### src/rtl/bi_test_controller.sv
// bi_test_controller: sequences one bus-invert DataPath test run and tallies comparator mismatches.
module bi_test_controller #(
    parameter int NUM_WORDS = 2000,
    parameter int CNT_W     = 11
) (
    input  logic             clk,
    input  logic             rst,
    input  logic             start,
    input  logic             isequal,
    output logic             dp_rst_n,
    output logic             en_gen_data,
    output logic             en_enc,
    output logic             en_bus,
    output logic             en_trans_count,
    output logic             en_dec,
    output logic             en_k_comp,
    output logic             done,
    output logic             busy,
    output logic             pass,
    output logic [CNT_W-1:0] err_count,
    output logic [CNT_W-1:0] first_err_idx
);
    // word counters are sized by NUM_WORDS so they still count a full run when CNT_W is narrow
    localparam int WC = $clog2(NUM_WORDS + 1);
    localparam logic [2:0] IDLE = 3'd0, CLEAR = 3'd1, RUN = 3'd2, DRAIN = 3'd3, REPORT = 3'd4, FINISH = 3'd5;
    logic [2:0]    state, nxt;
    logic          clr_cnt;
    logic [WC-1:0] gen_cnt, chk_idx;
    logic [2:0]    drain_cnt;
    logic [4:0]    sr;
    assign en_enc         = sr[0];
    assign en_bus         = sr[1];
    assign en_dec         = sr[2];
    assign en_trans_count = sr[2];
    assign en_k_comp      = sr[3];
    always_comb begin
        nxt = IDLE;
        case (state)
            IDLE, FINISH: nxt = start ? CLEAR : state;
            CLEAR:        nxt = clr_cnt ? RUN : CLEAR;
            RUN:          nxt = (gen_cnt == WC'(NUM_WORDS - 1)) ? DRAIN : RUN;
            DRAIN:        nxt = (drain_cnt == 3'd4) ? REPORT : DRAIN;
            REPORT:       nxt = FINISH;
            default:      nxt = IDLE;
        endcase
    end
    always_ff @(posedge clk) begin
        if (rst) begin
            state         <= IDLE;
            clr_cnt       <= 1'b0;
            gen_cnt       <= '0;
            chk_idx       <= '0;
            drain_cnt     <= '0;
            sr            <= '0;
            en_gen_data   <= 1'b0;
            dp_rst_n      <= 1'b0;
            done          <= 1'b0;
            busy          <= 1'b0;
            pass          <= 1'b0;
            err_count     <= '0;
            first_err_idx <= '1;
        end else begin
            state       <= nxt;
            clr_cnt     <= (state == CLEAR) ? !clr_cnt : 1'b0;
            gen_cnt     <= (state == RUN) ? gen_cnt + WC'(1) : '0;
            drain_cnt   <= (state == DRAIN) ? drain_cnt + 3'd1 : 3'd0;
            en_gen_data <= nxt == RUN;
            sr          <= {sr[3:0], en_gen_data};
            dp_rst_n    <= nxt != CLEAR;
            done        <= nxt == REPORT;
            busy        <= nxt == CLEAR || nxt == RUN || nxt == DRAIN || nxt == REPORT;
            if (nxt == CLEAR && state != CLEAR) begin
                err_count     <= '0;
                pass          <= 1'b0;
                first_err_idx <= '1;
                chk_idx       <= '0;
            end else if (sr[4]) begin
                chk_idx <= chk_idx + WC'(1);
                // err_count only leaves zero on a mismatch, so zero marks the run's first one
                if (!isequal) begin
                    if (err_count != '1)
                        err_count <= err_count + CNT_W'(1);
                    if (err_count == '0)
                        first_err_idx <= CNT_W'(chk_idx);
                end
            end
            if (state == REPORT)
                pass <= err_count == '0;
        end
    end
endmodule

### config.mk
export PLATFORM = sky130hd
export DESIGN_NAME = bi_test_controller
export DESIGN_NICKNAME = d
export VERILOG_FILES = /design/src/rtl/bi_test_controller.sv
export SDC_FILE = /design/constraint.sdc
export NUM_CORES = 1
export LEC_CHECK = 0
export ABC_AREA = 0
export CORE_MARGIN = 2
export CORE_UTILIZATION = 50
export CTS_CLUSTER_SIZE = 28
export DETAILED_ROUTE_END_ITERATION = 10
export GPL_TIMING_DRIVEN = 0
export PLACE_DENSITY = 0.84
export SETUP_SLACK_MARGIN = 0.2
export SLEW_MARGIN = 10
export SYNTH_ARGS = -nofsm -noshare
export SYNTH_HDL_FRONTEND = slang
export SYNTH_SLANG_ARGS = --single-unit
### constraint.sdc
create_clock -name clk -period 5.3 [get_ports clk]
set_input_delay 1.325 -clock clk [delete_from_list [all_inputs] [get_ports clk]]
set_output_delay 1.325 -clock clk [all_outputs]
set_load 0.005 [all_outputs]
-- Word level (Yosys, flattened, before mapping)
Cells that the tools add are included.
- register bits: 61
- output and inout bits: 32
- logic and storage cells: 57
- input bits: 4
- add/subtract/negate cells: 4
- equality and inequality tests: 14
- bitwise gates (word level): 4
- reductions and logical operators: 15
- muxes and demuxes: 7
- operators with widths (kind ; number):
    11-bit by 1-bit adder with 11-bit output, second input constant ; 3
    3-bit one-hot mux with 5 select lines ; 1
    3-bit by 2-bit equality test with 1-bit output, second input constant ; 4
    3-bit equality test, second input constant ; 4
    11-bit equality test, second input constant ; 1
    11-bit zero test ; 1
    11-bit inequality test, second input constant ; 1
    2-bit OR reduction ; 5
    3-bit by 1-bit equality test with 1-bit output, second input constant ; 2
    3-bit 2-to-1 mux ; 2
    3-bit by 1-bit inequality test with 1-bit output, second input constant ; 2
    3-bit AND reduction ; 2
    1-bit inverter ; 4
    3-bit by 1-bit adder with 3-bit output, second input constant ; 1
    3-bit zero test ; 1
    1-bit logical OR ; 3
    1-bit 2-to-1 mux ; 3
    2-bit 2-to-1 mux ; 1
    2-bit nonzero test ; 1
    1-bit logical AND ; 1
    1-bit zero test ; 1

-- Logic depth before layout (Yosys ltp)
- depth in word-level cells: 7
- depth in mapped cells: 7
- depth with buffers taken out: 6

-- Least setup slack after synthesis
OpenSTA, ideal clock, no wires.
- path kind: input port to flip-flop
- start: in start
- end: reg first_err_idx[0]
- setup time: 0.141 ns
- data arrival time: 2.323 ns
- stages: 5
- slack: 2.835 ns
- cell sequence: and2_2 > o21ai_0 > a21boi_0 > clkbuf_1 > o211ai_1
- cells in the longest elaborated chain, start to end: 5
- RTL lines (element ; line ; source):
    start, declared ; 8 ; input logic start,
    3-bit 2-to-1 mux ; 39 ; IDLE, FINISH: nxt = start ? CLEAR : state;
    3-bit one-hot mux with 5 select lines ; 38 ; case (state)
    3-bit by 1-bit equality test with 1-bit output ; 72 ; if (nxt == CLEAR && state != CLEAR) begin
    1-bit logical AND ; 72 ;
    2-bit OR reduction (no line) ; - ;
    end signal, assigned ; 84 ; first_err_idx <= CNT_W'(chk_idx);
    end, declared ; 21 ; output logic [CNT_W-1:0] first_err_idx
Every way passes these cells.
A chain may end at the register's enable or synchronous reset.

-- Final worst setup path
- start: in start
- end: reg first_err_idx[3]
The elaborated chain is that of the path after synthesis.

==> out/metrics.yaml <==
synth:
  yosysSeqAreaShare_pct: 45.27
  syn_inst: 280
  synth_warnings: 0
  synth_ff_type: "dfxtp_1"
  synth-seq-cells: 61
  syn_nets: 290
  async_flop_share_pct: 0
  synth_area_um2: 2698
  synth_cell_types: 46
  synth_edf_count: 0
  avgSynthCellArea_um2: 9.634
cells_and_area:
  finish.instance_area_um2: 3328
  n_fill_cell: 416
  nets: 336
  diodes: 0
  drive_gt1_share_pct: 7.576
  areaGrowthSynthToFinish_pct: 23.38
detailed_routing:
  drt_wl_total_um: 5508
  first_pass_iters: 4
  wl_per_cell_um: 13.77
  drc: 0
  vias: 2219
  dr.first_iter.drc_count: 196
  ant_nets: 0
  viasPerCell: 5.548
clocking:
  clk_pin_slew_ps: 60
  cts-resized-gates: 0
  clk_path_buf_depth: 2
  numCtsBuffers: 9
  cts_root_buffer: "clkbuf_8"
  cts_setup_buffers: 0
  clk_latency_ps: 340
  cts_tree: "built"
  htree_levels: 3
  cts_hold_buf: 0
  cts_sinks: 61
worst_hold_path:
  hp-class: "reg2reg"
grt:
  grt_pass1_vias: 2091
  grt_max_degree: 11
  busiest_layer: "met2"
  globalRouteMet3Util_pct: 6.977
  grt_pass1_wl_um: 9722
  overflow: 0
  met2_usage_pct: 32.43
  antenna_found_initial: 0
  gr-usage-all-layers_pct: 20.51
  use_met1_pct: 26.16
timing:
  tightest_slew_ps: 712.3
  holdWs_ps: 417.6
  finalSetupTns_ps: 0
  skew_ps: 6.661
  setup-violations-final: 0
  rsz0062_at_grt: "no"
  fmax_mhz: 354.3
  fin_crit_sh_pct: 53.26
  fin_crit_ps: 2823
  slew_viol_final: 0
  maxSlewHeadroom_pct: 52.23
  finalHoldViolCount: 0
floorplanning:
  start_util_pct: 52.15
  core_um2: 5172
  io_pins: 36
  row_count: 26
  die_h_um: 77.45
  die_area_um2: 5999
  die_w_um: 77.45
worst_setup_path:
  cp.arrival_ps: 3020
  crit_path_end_kind: "flip-flop"
  crit_required_ps: 5490
  rrSetupSlack_ps: 3230
  crit_path_max_fanout: 10
  startpoint_type: "input pin"
  worst-setup-path-type: "in2reg"
placed_design:
  hpwl_um: 3886
  placed_area_um2: 3136
  port_buffers: 35
  place_congestion: 0.8993
run:
  cap_violations: 0
power_and_ir_drop:
  power.density_nw_per_um2: 278.9
  pwr-share-comb_pct: 6.5
  p_sw_mw: 0.2034
  internal-power_mw: 0.7247
  power.static_leakage_nw: 1.167
  p_seq_share_pct: 50.0
  ir_worst_vdd_mv: 0.1878
  clockPowerShare_pct: 43.5
  switching_share_pct: 21.92
status:
  outcome: "finished clean"
## placed cells by master (no fill, tap or decap), types with 11 or more instances in the layout
cell             netlist  routed
dfxtp_1               61      61
clkdlybuf4s50_1        0      35
nor2_1                24      24
a211oi_1              19      19
clkbuf_1              12      15
mux2i_1               13      13
o211ai_1              13      13
xnor2_1               12      12
nand3_1               11      11
xor2_1                11      11
clkbuf_8               0      11
## critical path, stage by stage
cell             delay (ps)
clkdlybuf4s50_1         420
and2_2                  210
o21ai_0                 230
a21boi_0                280
clkbuf_1                410
o211ai_1                130
## final cells by class
class / instances / area [um^2] / share of cell area, %
Buffer: 18 / 101.3 / 3.045
Clock buffer: 14 / 162.7 / 4.887
Clock inverter: 1 / 30.03 / 0.9023
Inverter: 10 / 37.54 / 1.128
Multi-Input combinational cell: 191 / 1338 / 40.19
Sequential cell: 61 / 1221 / 36.69
Tap cell: 70 / 87.58 / 2.632
Timing Repair Buffer: 35 / 350.3 / 10.53
## through the flow
| step | power [mW] | setup slack [ps] | util [%] | instances |
|---|---|---|---|---|
| 2_1_floorplan | 0.5144 | 2835 | - | 280 |
| 4_1_cts | 0.9407 | 2500 | 64.34 | 400 |
| 3_3_place_gp | 0.5338 | 2182 | 60.62 | 385 |
| 6_report | 0.9281 | 2477 | 64.34 | 400 |
| 5_1_grt | 0.9616 | 2279 | 64.34 | 400 |
| 3_5_place_dp | 0.5349 | 2110 | 60.62 | 385 |
## cell usage after synthesis (2+ instances only)
master,number,share of area (%)
a211oi_1,19,5.3
a21oi_1,6,1.1
a221oi_1,4,1.3
and3_1,2,0.46
and4_1,2,0.65
buf_6,4,1.7
clkbuf_1,12,1.7
dfxtp_1,61,45
ha_1,6,2.8
inv_1,10,1.4
mux2i_1,13,4.8
nand2_1,8,1.1
nand2b_1,2,0.46
nand3_1,11,2.0
nand4_1,10,2.3
nor2_1,24,3.3
nor2b_1,6,1.4
nor3_1,7,1.3
nor4_1,4,0.93
o211ai_1,13,3.6
o21a_1,2,0.56
o21ai_0,3,0.56
o31ai_1,3,0.83
or2_2,2,0.46
or3_1,2,0.46
or4_1,3,0.83
xnor2_1,12,3.9
xor2_1,11,3.6
## routing by layer
layer  up-vias  routed length [um]
met5         -                   0
met4         0                  74
met3         6                 230
met2        41                2705
met1      1057                2498
li1       1115                   -
## worst paths after layout
kind / startpoint / end / cells past startpoint
setup / recovery: start / first_err_idx[3]$_SDFFE_PP1P_ / 6
hold / removal: clr_cnt$_SDFF_PP0_ / clr_cnt$_SDFF_PP0_ / 1
setup reg to reg: state[0]$_SDFF_PP0_ / dp_rst_n$_SDFF_PP0_ / 6
hold reg to reg: clr_cnt$_SDFF_PP0_ / clr_cnt$_SDFF_PP0_ / 1
## sequential cells by signal, indices dropped and copies added, names as in the netlist, 3 cells and up
register,flops
chk_idx,11
drain_cnt,3
err_count,11
first_err_idx,11
gen_cnt,11
sr,5
state,3
## power by group through the flow
stage	sequential (mW)	combinational [mW]	clock, mW
global placement	0.474	0.0600	0
global route	0.464	0.0663	0.431
detailed placement	0.474	0.0610	0
floorplan	0.474	0.0405	0
CTS	0.464	0.0609	0.416
finish	0.464	0.0605	0.404
## logic make-up after synthesis
kind of cell	count (synthesis)	synth area share, %
compound gates	60	16.74
xor+xnor	23	7.467
fa+ha+maj	6	2.783
buf+inv	28	5.148
flops	61	45.27
mux	13	4.824
simple gates	89	17.76
No activity file was read; power rests on OpenSTA's default activity.
